**src/rtl/rv32i_pkg.sv**
```systemverilog
// rv32i_pkg: constants and types shared by the RV32I front end.
//  XLEN/ILEN         : data and instruction widths
//  RESET_PC_DEFAULT  : default PC of the first fetch after reset
//  NOP               : canonical ADDI x0,x0,0 encoding
//  OPC_*             : base opcodes, shared with the control unit
//  fetch_entry_t     : {pc, instr} record carried through the fetch buffer
//  align_word()      : clears the byte offset of an address
package rv32i_pkg;

  localparam int XLEN = 32;
  localparam int ILEN = 32;

  localparam logic [XLEN-1:0] RESET_PC_DEFAULT = 32'h0000_0000;
  localparam logic [ILEN-1:0] NOP              = 32'h0000_0013;

  localparam logic [6:0] OPC_LUI      = 7'b0110111;
  localparam logic [6:0] OPC_AUIPC    = 7'b0010111;
  localparam logic [6:0] OPC_JAL      = 7'b1101111;
  localparam logic [6:0] OPC_JALR     = 7'b1100111;
  localparam logic [6:0] OPC_BRANCH   = 7'b1100011;
  localparam logic [6:0] OPC_LOAD     = 7'b0000011;
  localparam logic [6:0] OPC_STORE    = 7'b0100011;
  localparam logic [6:0] OPC_OP_IMM   = 7'b0010011;
  localparam logic [6:0] OPC_OP       = 7'b0110011;
  localparam logic [6:0] OPC_MISC_MEM = 7'b0001111;
  localparam logic [6:0] OPC_SYSTEM   = 7'b1110011;

  typedef struct packed {
    logic [XLEN-1:0] pc;
    logic [ILEN-1:0] instr;
  } fetch_entry_t;

  function automatic logic [XLEN-1:0] align_word(input logic [XLEN-1:0] addr);
    return {addr[XLEN-1:2], 2'b00};
  endfunction

endpackage

```
**src/rtl/fetch_fifo.sv**
```systemverilog
// fetch_fifo: synchronous FIFO holding fetched {pc, instr} words in order.
//  clk, rst      : clock, asynchronous active-high reset
//  push/push_data: write an entry (accepted when not full, or full with pop)
//  pop           : drop the head entry (ignored when empty)
//  flush         : empty the FIFO; dominates push and pop
//  head_data     : current head entry (undefined contents when empty)
//  full/empty    : occupancy flags
//  count         : number of valid entries
module fetch_fifo #(
  parameter int WIDTH = 64,
  parameter int DEPTH = 2,
  localparam int CW   = $clog2(DEPTH + 1)
) (
  input  logic             clk,
  input  logic             rst,
  input  logic             push,
  input  logic [WIDTH-1:0] push_data,
  input  logic             pop,
  input  logic             flush,
  output logic [WIDTH-1:0] head_data,
  output logic             full,
  output logic             empty,
  output logic [CW-1:0]    count
);

  localparam int PW = (DEPTH > 1) ? $clog2(DEPTH) : 1;

  logic [WIDTH-1:0] mem [DEPTH];
  logic [PW-1:0]    wr_ptr_q, rd_ptr_q;
  logic [CW-1:0]    count_q;
  logic             do_push, do_pop;

  assign full  = (count_q == CW'(DEPTH));
  assign empty = (count_q == '0);
  assign count = count_q;

  assign do_push   = push && (!full || pop);
  assign do_pop    = pop && !empty;
  assign head_data = mem[rd_ptr_q];

  function automatic logic [PW-1:0] ptr_inc(input logic [PW-1:0] p);
    return (p == PW'(DEPTH - 1)) ? '0 : p + PW'(1);
  endfunction

  // NOTE: storage is deliberately not reset; count/pointers alone decide
  // validity, and the top masks the head while the FIFO is empty.
  always_ff @(posedge clk) begin
    if (do_push && !flush) mem[wr_ptr_q] <= push_data;
  end

  // NOTE: state registers take non-blocking assignments only, so every
  // always_ff in this design sees the pre-edge value of every other register.
  always_ff @(posedge clk or posedge rst) begin
    if (rst) begin
      wr_ptr_q <= '0;
      rd_ptr_q <= '0;
      count_q  <= '0;
    end else if (flush) begin
      wr_ptr_q <= '0;
      rd_ptr_q <= '0;
      count_q  <= '0;
    end else begin
      if (do_push) wr_ptr_q <= ptr_inc(wr_ptr_q);
      if (do_pop)  rd_ptr_q <= ptr_inc(rd_ptr_q);
      case ({do_push, do_pop})
        2'b10:   count_q <= count_q + CW'(1);
        2'b01:   count_q <= count_q - CW'(1);
        default: count_q <= count_q;
      endcase
    end
  end

endmodule

```
**src/rtl/instr_fetch.sv**
```systemverilog
// instr_fetch: RV32I instruction fetch stage feeding decode/control.
//  clk, rst                      : clock, asynchronous active-high reset
//  imem_req_valid/ready/addr     : word read request to instruction memory
//  imem_resp_valid/data          : in-order read data from memory
//  redirect_valid/redirect_pc    : branch/jump target, flushes in-flight work
//  instr_valid/ready             : handshake toward decode
//  instruction/instr_pc          : fetched word and its address
// Outstanding requests plus buffered words never exceed FIFO_DEPTH, so a
// returning word always has a free buffer slot. Responses to requests issued
// before a redirect are counted in `discard` and dropped as they arrive.
module instr_fetch
  import rv32i_pkg::*;
#(
  parameter logic [31:0] RESET_PC   = RESET_PC_DEFAULT,
  parameter int          FIFO_DEPTH = 2
) (
  input  logic        clk,
  input  logic        rst,
  output logic        imem_req_valid,
  input  logic        imem_req_ready,
  output logic [31:0] imem_req_addr,
  input  logic        imem_resp_valid,
  input  logic [31:0] imem_resp_data,
  input  logic        redirect_valid,
  input  logic [31:0] redirect_pc,
  output logic        instr_valid,
  input  logic        instr_ready,
  output logic [31:0] instruction,
  output logic [31:0] instr_pc
);

  localparam int CW = $clog2(FIFO_DEPTH + 1);

  logic [XLEN-1:0] pc_q, pc_d;
  logic [CW-1:0]   outstanding_q, outstanding_d;
  logic [CW-1:0]   discard_q, discard_d;
  logic [CW:0]     in_use;

  logic            req_fire, resp_fire, resp_drop;
  logic            fifo_push, fifo_pop;
  logic            fifo_full, fifo_empty;
  logic [CW-1:0]   fifo_count;
  fetch_entry_t    push_entry, head_entry;

  // Credits: requests in flight plus words already buffered.
  assign in_use = {1'b0, outstanding_q} + {1'b0, fifo_count};

  // rst gates the request combinationally so nothing issues while reset is
  // held, even though the counters already read zero.
  assign imem_req_valid = !rst && !redirect_valid && (in_use < (CW+1)'(FIFO_DEPTH));
  assign imem_req_addr  = pc_q;

  assign req_fire  = imem_req_valid && imem_req_ready;
  // A response with nothing outstanding is a protocol error and is ignored.
  assign resp_fire = imem_resp_valid && (outstanding_q != '0);
  assign resp_drop = resp_fire && (discard_q != '0);

  // A live response arriving with a redirect is stale too, so it is dropped.
  assign fifo_push  = resp_fire && !resp_drop && !redirect_valid;
  assign fifo_pop   = instr_valid && instr_ready && !redirect_valid;
  assign push_entry = '{pc: pc_of_resp(), instr: imem_resp_data};

  // PC of a returning word: the oldest in-flight address. Kept in a small
  // address queue alongside the outstanding counter.
  logic [XLEN-1:0] addr_q [FIFO_DEPTH];
  logic [$clog2(FIFO_DEPTH)-1:0] aq_wr_q, aq_rd_q;

  function automatic logic [XLEN-1:0] pc_of_resp();
    return addr_q[aq_rd_q];
  endfunction

  function automatic logic [$clog2(FIFO_DEPTH)-1:0] aq_inc(
    input logic [$clog2(FIFO_DEPTH)-1:0] p
  );
    return (p == ($clog2(FIFO_DEPTH))'(FIFO_DEPTH - 1)) ? '0 : p + 1'b1;
  endfunction

  always_ff @(posedge clk) begin
    if (req_fire) addr_q[aq_wr_q] <= pc_q;
  end

  // The address queue mirrors the outstanding count, including requests that
  // will be discarded, so it is never flushed by a redirect.
  always_ff @(posedge clk or posedge rst) begin
    if (rst) begin
      aq_wr_q <= '0;
      aq_rd_q <= '0;
    end else begin
      if (req_fire)  aq_wr_q <= aq_inc(aq_wr_q);
      if (resp_fire) aq_rd_q <= aq_inc(aq_rd_q);
    end
  end

  // NOTE: every signal assigned here gets a default first, so no path
  // through the block leaves a value held and no latch is inferred.
  always_comb begin
    pc_d          = pc_q;
    outstanding_d = outstanding_q + CW'(req_fire) - CW'(resp_fire);
    discard_d     = discard_q;
    if (redirect_valid) begin
      pc_d      = align_word(redirect_pc);
      // Everything still in flight after this edge belongs to the old path.
      discard_d = outstanding_d;
    end else begin
      if (req_fire)  pc_d      = pc_q + 32'd4;
      if (resp_drop) discard_d = discard_q - CW'(1);
    end
  end

  always_ff @(posedge clk or posedge rst) begin
    if (rst) begin
      pc_q          <= RESET_PC;
      outstanding_q <= '0;
      discard_q     <= '0;
    end else begin
      pc_q          <= pc_d;
      outstanding_q <= outstanding_d;
      discard_q     <= discard_d;
    end
  end

  fetch_fifo #(
    .WIDTH ($bits(fetch_entry_t)),
    .DEPTH (FIFO_DEPTH)
  ) u_fifo (
    .clk       (clk),
    .rst       (rst),
    .push      (fifo_push),
    .push_data (push_entry),
    .pop       (fifo_pop),
    .flush     (redirect_valid),
    .head_data (head_entry),
    .full      (fifo_full),
    .empty     (fifo_empty),
    .count     (fifo_count)
  );

  // Outputs come straight from the buffer head, zeroed while it is empty.
  assign instr_valid = !fifo_empty;
  assign instruction = fifo_empty ? '0 : head_entry.instr;
  assign instr_pc    = fifo_empty ? '0 : head_entry.pc;

  a_no_resp_without_request: assert property (
    @(posedge clk) disable iff (rst) !(imem_resp_valid && outstanding_q == '0));

  a_no_push_when_full: assert property (
    @(posedge clk) disable iff (rst) !(fifo_push && fifo_full && !fifo_pop));

endmodule

```
**config.mk**
```make
export PLATFORM = sky130hd
export DESIGN_NAME = instr_fetch
export DESIGN_NICKNAME = d
export VERILOG_FILES = /design/src/rtl/rv32i_pkg.sv /design/src/rtl/fetch_fifo.sv /design/src/rtl/instr_fetch.sv
export SDC_FILE = /design/constraint.sdc
export NUM_CORES = 1
export LEC_CHECK = 0
export ABC_CLOCK_PERIOD_IN_PS = 7150
export BUFFER_PORTS_ARGS = -buffer_cell sky130_fd_sc_hd__buf_2
export CELL_PAD_IN_SITES_DETAIL_PLACEMENT = 0
export CELL_PAD_IN_SITES_GLOBAL_PLACEMENT = 1
export CORE_AREA = 2 2 145 147
export DETAILED_ROUTE_END_ITERATION = 16
export DIE_AREA = 0 0 147 149
export PLACE_DENSITY_LB_ADDON = 0.05
export SYNTH_ARGS = -nofsm -noshare
export SYNTH_HDL_FRONTEND = slang
export SYNTH_SLANG_ARGS = --single-unit
```
**constraint.sdc**
```tcl
create_clock -name clk -period 7.15 [get_ports clk]
set_clock_uncertainty 0.05 [all_clocks]
set_input_delay 0.715 -clock clk [delete_from_list [all_inputs] [get_ports clk]]
set_output_delay 0.715 -clock clk [all_outputs]
set_load 0.02 [all_outputs]
```
==> summary.txt, run 1 <==
Floorplanning
  – Area of the die: roughly 22000 µm²
  – Cell row count: 53
  – Core ar.: approximately 21000 µm²
  – Number of placed I/O pins: ~170
  – Die Span X: around 150 µm
  – Starting utilization of the core area: 0.448
  – Die H: about 150 µm

Worst setup path
  – Cell with the largest stage delay on the worst path: sky130_fd_sc_hd__and2_1
  – Critical path data required time: around 7500 ps
  – Reg-to-reg critical path startpoint: u_fifo.count[0]$_DFFE_PP0P_
  – Ordered list of cells on the worst path: and2_1, fa_1, nor4_4, and2_1, inv_2, ha_1, inv_1, ha_1, xnor2_1, xnor2_1, nand2_1, o21ai_0
  – Depth of the worst register-to-register path: 12
  – Data arrival time of the critical path: ~4100 ps
  – Worst-path maximum fanout: 31
  – Startpoint kind of the worst setup timing path: register
  – Flop-to-flop setup slack: roughly 3400 ps
  – Maximum cell stage delay along the critical path: roughly 510 ps
  – Category of the worst setup path capture point: register
  – Reg-to-Reg End: discard_q[1]$_DFFE_PP0P_
  – Critical setup path kind: reg -> reg

Cells and area
  – Area growth from synthesis to layout: 20.1%
  – Fill cell count: 1820
  – Final instance area: approximately 11000 µm²
  – Final Instance Count excl. Fillers: roughly 1.1k
  – # diodes: 0
  – Share of layout cells above drive strength 1: 0.305
  – Utilization after layout: 0.539
  – Most frequent standard cell in the layout excluding fill and tap cells: sky130_fd_sc_hd__edfxtp_1
  – Nets@finish: between 800 and 900
  – Highest-count cells in the layout ignoring fill and taps: 184 x sky130_fd_sc_hd__edfxtp_1, 161 x sky130_fd_sc_hd__buf_2, 80 x sky130_fd_sc_hd__nor2_1, 66 x sky130_fd_sc_hd__mux2i_1, 40 x sky130_fd_sc_hd__nand2_1

Clock network
  – Sink count of the clock tree: roughly 220
  – CTS Hold Bufs: 0
  – Number of instances resized during post-cts repair: 0
  – Source-to-sink clock delay at the later pin of the worst-skew pair: 510 ps
  – CTS clk-pin slew, worst paths: 60 ps
  – Depth of the CTS H-tree: 1
  – Clk Tree Root Cell: sky130_fd_sc_hd__clkbuf_16
  – Number of buffers created by CTS: 24
  – Count of buffers added by post-CTS timing repair for setup: 0
  – Clock tree from TritonCTS: done
  – Clock Path Buffers: 3

Run status
  – Run status: finished, final reports clean

Drt
  – Mean routed wirelength per cell: about 18 µm
  – Via count: 5626
  – DRT Wirelength: ~20000 µm
  – DRC violation count after routing: 0
  – Iter 0 DRT Violations: roughly 370
  – DR vias/cell: a little over 5
  – Routed Antenna Nets: 0
  – Number of search-and-repair iterations in the first detailed-routing pass: 4

Hold path
  – Tightest Hold Check Type: in -> async

Placement
  – DP HPWL: 12700 µm
  – Port buffer count: 161
  – Worst setup slack before clock tree synthesis: between 3000 and 4000 ps
  – Cell count after placement: between 1k and 1.5k
  – Final GP Congestion: between 0.8 and 0.9
  – Cell Area, Placed: between 10000 and 15000 µm²

Synth
  – Yosys Warn Count: 0
  – #FFs+latches synth: between 200 and 250
  – Sequential share of the synthesized area: 0.708
  – Cell area after synthesis: just over 9000 µm²
  – Leading register cell type out of synthesis: sky130_fd_sc_hd__edfxtp_1
  – Number of different library cells in the post-synthesis netlist: 49
  – Share of flip-flops with an asynchronous set or reset after synthesis: 0.179
  – Mapped Cells: 627
  – Number of flops mapped to enable cells by yosys: roughly 180
  – Avg Inst Size Synth: 14.7 µm²

Global route
  – Global-route wire length before repair: between 30000 and 40000 µm
  – Via count of the first global-routing pass: roughly 5.7k
  – Grt total ovfl: 0
  – Tot GR Track Use: 0.184
  – Initial antenna violation count: 0
  – Pin count of the biggest net entering global routing: 58

Job
  – # Max-Cap Violations: 0

Power
  – Maximum vdd ir drop: approximately 0.18 mV
  – P per Cell Area: about 320 nW/µm²
  – Total design power: ~3.6 mW
  – Standby leakage power: ~4.2 nW

STA
  – Count of final setup violators: 0
  – Number of max-slew violations in the final report: 0
  – Measured slew at the worst slew-check pin: about 1100 ps
  – Setup TNS after final layout: 0 ps
  – Final Hold Vio Count: 0
  – Relative slew slack: 0.287
  – Post-layout minimum cycle time: between 3000 and 4000 ps
  – Max Fclk: roughly 270 MHz
  – Worst hold slack: between 300 and 400 ps
  – RSZ-0062 raised after global routing: no
  – Portion of the clock cycle consumed by the worst path in the final layout: 0.520
  – Least setup slack across all paths after layout: 3430 ps
==> cell usage after synthesis (all sizes together), types with 11 or more instances <==
cell	count	area, µm²
nor2	82	308
nand3	13	65.1
mux2i	66	661
mux2	31	349
buf	14	93.8
o311ai	16	140
nand4	11	68.8
clkbuf	20	75.1
nand2	40	150
o21ai	17	85.1
dfrtp	40	1000
inv	11	41.3
edfxtp	184	5530
==> routing by layer <==
metal,up-vias,global-route usage,part of all wire,wire length (µm)
met5,-,0,0,0
li1,2695,-,-,-
met1,2751,0.249,0.44,8840
met2,143,0.306,0.48,9500
met4,0,0.0553,0.024,485
met3,37,0.0349,0.056,1120
==> power by group <==
group / switching (mW) / leakage [nW] / internal (mW)
clock network: 0.485 / 0.377 / 0.710
logic: 0.436 / 1.63 / 0.276
registers: 0.100 / 2.16 / 1.58
total: 1.02 / 4.16 / 2.57
==> cells by family after synthesis <==
kind of cell             Yosys count  synth area share
AO/OA/AOI/OAI                     64            0.0498
XOR/XNOR                           7           0.00665
adder cells (fa/ha/maj)            5           0.00760
buffers and inverters             45            0.0228
flip-flops                       224             0.708
multiplexers                      97             0.110
other                              1          0.000407
AND/OR/NAND/NOR                  184            0.0950
==> layout make-up <==
type	count	area [µm²]	area share
clock buffer	30	644	0.0582
clock inverter	14	119	0.0107
inverter	11	41.3	0.00373
multi-input combinational	361	2510	0.227
sequential	224	6530	0.590
tap	275	344	0.0311
timing repair buffer	171	881	0.0796
==> worst max-delay path by stage <==
stage	startpoint	endpoint	slack, ps	cells after the start
floorplan	imem_resp_valid	u_fifo.mem[1][0]$_DFFE_PP_	750	4
global placement	redirect_valid	discard_q[1]$_DFFE_PP0P_	3430	11
detailed placement	redirect_valid	discard_q[1]$_DFFE_PP0P_	3350	11
CTS	u_fifo.count[0]$_DFFE_PP0P_	discard_q[1]$_DFFE_PP0P_	3440	12
global route	u_fifo.count[0]$_DFFE_PP0P_	discard_q[1]$_DFFE_PP0P_	3190	12
finish	u_fifo.count[0]$_DFFE_PP0P_	discard_q[1]$_DFFE_PP0P_	3430	12
==> registers in the layout, indices dropped and copies added (netlist names) <==
name and count:
addr_q 60, aq_rd_q 1, aq_wr_q 1, discard_q 2, imem_req_addr 30, outstanding_q 2
u_fifo.count 2, u_fifo.mem 124, u_fifo.rd_ptr_q 1, u_fifo.wr_ptr_q 1
==> worst max-delay path, delay by kind of cell (launching register included) <==
family | cells | cell delay [ps]
compound gates | 1 | 100
xor+xnor | 2 | 370
simple gates | 4 | 1170
fa+ha+maj | 3 | 1060
flops | 1 | 460
buf+inv | 2 | 420
Note: power is estimated with default switching activity, not from simulation.
==> run 2: changes to the inputs <==
--- a/config.mk
+++ b/config.mk
@@ -5,13 +5,14 @@
 export SDC_FILE = /design/constraint.sdc
 export NUM_CORES = 1
 export LEC_CHECK = 0
-export ABC_CLOCK_PERIOD_IN_PS = 7150
+export ABC_AREA = 1
+export ABC_CLOCK_PERIOD_IN_PS = 3600
 export BUFFER_PORTS_ARGS = -buffer_cell sky130_fd_sc_hd__buf_2
 export CELL_PAD_IN_SITES_DETAIL_PLACEMENT = 0
 export CELL_PAD_IN_SITES_GLOBAL_PLACEMENT = 1
-export CORE_AREA = 2 2 145 147
+export CORE_AREA = 2 2 154 156
 export DETAILED_ROUTE_END_ITERATION = 16
-export DIE_AREA = 0 0 147 149
+export DIE_AREA = 0 0 156 158
 export PLACE_DENSITY_LB_ADDON = 0.05
 export SYNTH_ARGS = -nofsm -noshare
 export SYNTH_HDL_FRONTEND = slang
==> constraint.sdc (replaced) <==
create_clock -name clk -period 3.6 [get_ports clk]
set_clock_uncertainty 0.05 [all_clocks]
set_input_delay 0.36 -clock clk [delete_from_list [all_inputs] [get_ports clk]]
set_output_delay 0.36 -clock clk [all_outputs]
set_load 0.02 [all_outputs]
==> run 2 against run 1 <==
Compared with the run above: the flow now finishes with violations (negative hold slack); sequential share of layout area fell by 5.1 points; power grew 130%; register-to-register slack worse by 2400 ps; final cell count increased by 35%; fmax up 42%; sequential cell count unchanged; wire length grew 11%; clock power grew 120%; worst setup slack got worse by 2400 ps.
==> summary.txt, run 2 <==
Clock network
  – CTS clk-pin slew, worst paths: about 60 ps
  – Depth of the CTS H-tree: 1
  – Count of buffers added by post-CTS timing repair for setup: 0
  – Number of buffers created by CTS: 26
  – Clk Tree Root Cell: sky130_fd_sc_hd__clkbuf_16
  – Sink count of the clock tree: around 220
  – Number of instances resized during post-cts repair: 0
  – Source-to-sink clock delay at the later pin of the worst-skew pair: ~510 ps
  – Clock tree from TritonCTS: done
  – Clock Path Buffers: 3
  – CTS Hold Bufs: 34

Synth
  – Sequential share of the synthesized area: 0.672
  – Share of flip-flops with an asynchronous set or reset after synthesis: 0.179
  – Mapped Cells: around 950
  – Area contributors post-synth: sky130_fd_sc_hd__edfxtp_1 57%, sky130_fd_sc_hd__nand2_1 15%, sky130_fd_sc_hd__dfrtp_1 10%
  – Most frequent cells after synthesis: 392 x sky130_fd_sc_hd__nand2_1, 184 x sky130_fd_sc_hd__edfxtp_1, 66 x sky130_fd_sc_hd__a21oi_1
  – Most frequent cell after synthesis: sky130_fd_sc_hd__nand2_1
  – Leading register cell type out of synthesis: sky130_fd_sc_hd__edfxtp_1
  – #FFs+latches synth: roughly 220
  – Number of different library cells in the post-synthesis netlist: 33
  – Cell area after synthesis: 9720 µm²
  – Yosys Warn Count: 0
  – Avg Inst Size Synth: ~10 µm²
  – Cell type with the highest aggregate area in the netlist: sky130_fd_sc_hd__edfxtp_1
  – Number of flops mapped to enable cells by yosys: between 150 and 200
  – Proportion of netlist area held by the largest area contributor: 0.569

Run status
  – Violated checks: negative hold slack
  – Run status: complete, but fails checks

Global route
  – Met1 global-route usage: 0.247
  – Grt met2 use: 0.290
  – Met3 usage in global routing: 0.0282
  – Pin count of the biggest net entering global routing: 65
  – GRT Max-Usage Layer: met2
  – Global-route wire length before repair: about 34000 µm
  – Grt total ovfl: 0
  – Tot GR Track Use: 0.176
  – Via count of the first global-routing pass: approximately 6.4k
  – Initial antenna violation count: 0

Worst setup path
  – Flop-to-flop setup slack: 980 ps
  – Depth of the worst register-to-register path: 13
  – Data arrival time of the critical path: ~3000 ps
  – Cell with the largest stage delay on the worst path: sky130_fd_sc_hd__dfrtp_1
  – Maximum cell stage delay along the critical path: approximately 450 ps
  – Critical path data required time: slightly below 4000 ps
  – Startpoint kind of the worst setup timing path: register
  – Critical setup path kind: reg -> reg
  – Worst setup path start: u_fifo.count[0]$_DFFE_PP0P_
  – Ordered list of cells on the worst path: nand2_1, inv_1, fa_1, nor2_1, nand4_4, buf_4, ha_1, inv_1, ha_1, nand2_1, o21ai_0, nor2_1, a21oi_1
  – Reg-to-Reg End: discard_q[0]$_DFFE_PP0P_
  – Reg-to-reg critical path startpoint: u_fifo.count[0]$_DFFE_PP0P_
  – Worst-path maximum fanout: 17
  – Category of the worst setup path capture point: register

STA
  – RSZ-0062 raised after global routing: no
  – Portion of the clock cycle consumed by the worst path in the final layout: 0.727
  – Count of final setup violators: 0
  – Final Hold Vio Count: 7
  – Number of max-slew violations in the final report: 0
  – Relative slew slack: 0.308
  – Least setup slack across all paths after layout: slightly below 1000 ps
  – Worst hold slack: -4.85 ps
  – Setup TNS after final layout: 0 ps
  – Post-layout minimum cycle time: 2620 ps
  – Max Fclk: ~380 MHz
  – Measured slew at the worst slew-check pin: approximately 1000 ps

Cells and area
  – Most frequent standard cell in the layout excluding fill and tap cells: sky130_fd_sc_hd__nand2_1
  – Share of layout cells above drive strength 1: 0.208
  – Area growth from synthesis to layout: 24.6%
  – Final instance area: between 10000 and 15000 µm²
  – Highest-count cells in the layout ignoring fill and taps: 392 x sky130_fd_sc_hd__nand2_1, 184 x sky130_fd_sc_hd__edfxtp_1, 161 x sky130_fd_sc_hd__buf_2, 66 x sky130_fd_sc_hd__a21oi_1, 60 x sky130_fd_sc_hd__inv_1
  – Nets@finish: around 1.2k
  – Utilization after layout: 0.525
  – # diodes: 0
  – Final Instance Count excl. Fillers: ~1.5k
  – Register containing the most flip-flops in the final layout: u_fifo.mem
  – Number of flip-flops in the largest register: about 120

Drt
  – Via count: roughly 6.9k
  – Iter 0 DRT Violations: roughly 390
  – Routed Antenna Nets: 0
  – Number of search-and-repair iterations in the first detailed-routing pass: 4
  – DR vias/cell: ~4.7
  – DRC violation count after routing: 0
  – DRT Wirelength: approximately 22000 µm
  – Mean routed wirelength per cell: roughly 15 µm

Placement
  – Final GP Congestion: ~0.78
  – Cell count after placement: approximately 1.4k
  – DP HPWL: between 10000 and 15000 µm
  – Cell Area, Placed: between 10000 and 15000 µm²
  – Worst setup slack before clock tree synthesis: a little under 1000 ps
  – Port buffer count: 161

Floorplanning
  – Number of placed I/O pins: around 170
  – Core ar.: 23100 µm²
  – Die Span X: around 160 µm
  – Starting utilization of the core area: 0.422
  – Area of the die: approximately 25000 µm²
  – Cell row count: 56
  – Die H: around 160 µm

Power
  – Maximum vdd ir drop: roughly 0.34 mV
  – Standby leakage power: a little over 5 nW
  – Total design power: around 8.2 mW
  – P per Cell Area: ~700 nW/µm²

Hold path
  – Tightest Hold Check Type: in -> async

Job
  – # Max-Cap Violations: 0
run 2: cell count changes after synthesis, moves of 8 or more:
cell                       previous run  this run
sky130_fd_sc_hd__nand2_1             40       392
sky130_fd_sc_hd__mux2i_1             66         0
sky130_fd_sc_hd__a21oi_1              5        66
sky130_fd_sc_hd__inv_1               10        61
sky130_fd_sc_hd__nor2_1              82        50
sky130_fd_sc_hd__mux2_2              31         0
sky130_fd_sc_hd__nand3_1             13        36
sky130_fd_sc_hd__o311ai_0             9         0
sky130_fd_sc_hd__nand4_1             11         3
sky130_fd_sc_hd__xor2_1               2        10
run 2: kinds of logic after synthesis:
logic type                 synth area share
adders and majority gates           0.00721
other                              0.000386
xor gates and xnor gates             0.0108
and+or+nand+nor                       0.210
AOI/OAI and AO/OA                    0.0543
buffers and inverters                0.0458
DFF                                   0.672
run 2: report_power, final:
part	switching [mW]	leakage (nW)	internal, mW
combinational	1.52	2.53	0.647
sequential	0.220	2.15	3.18
clock	1.00	0.440	1.68
total	2.74	5.12	5.51
run 2: routing by layer:
metal,vias up,share of wire
met2,155,0.45
met1,3152,0.48
met4,0,0.016
met5,-,0
met3,27,0.048
li1,3529,-
run 2: how the worst max path moves through the flow:
| stage | endpoint | slack (ps) | depth (start not counted) |
|---|---|---|---|
| floorplan | u_fifo.mem[0][0]$_DFFE_PP_ | -470 | 4 |
| global placement | discard_q[0]$_DFFE_PP0P_ | 980 | 13 |
| detailed placement | discard_q[0]$_DFFE_PP0P_ | 970 | 13 |
| CTS | instr_pc[28] | 950 | 5 |
| global route | discard_q[0]$_DFFE_PP0P_ | 790 | 13 |
| finish | discard_q[0]$_DFFE_PP0P_ | 980 | 13 |
run 2: cell type report:
| type | instances | area [µm²] |
|---|---|---|
| multi-input cells | 625 | 2790 |
| flip-flops and latches | 224 | 6530 |
| inverters | 66 | 253 |
| repair buffers | 208 | 1280 |
| clock buffers | 37 | 763 |
| well taps | 290 | 363 |
| fillers | 2119 | 10900 |
| clock inverters | 11 | 134 |
run 2: worst max-delay path, delay by kind of cell (launching register included):
kind	cells	cell delay [ps]
simple gates	5	560
fa+ha+maj	3	1010
compound gates	2	120
flops	1	450
buf+inv	3	320
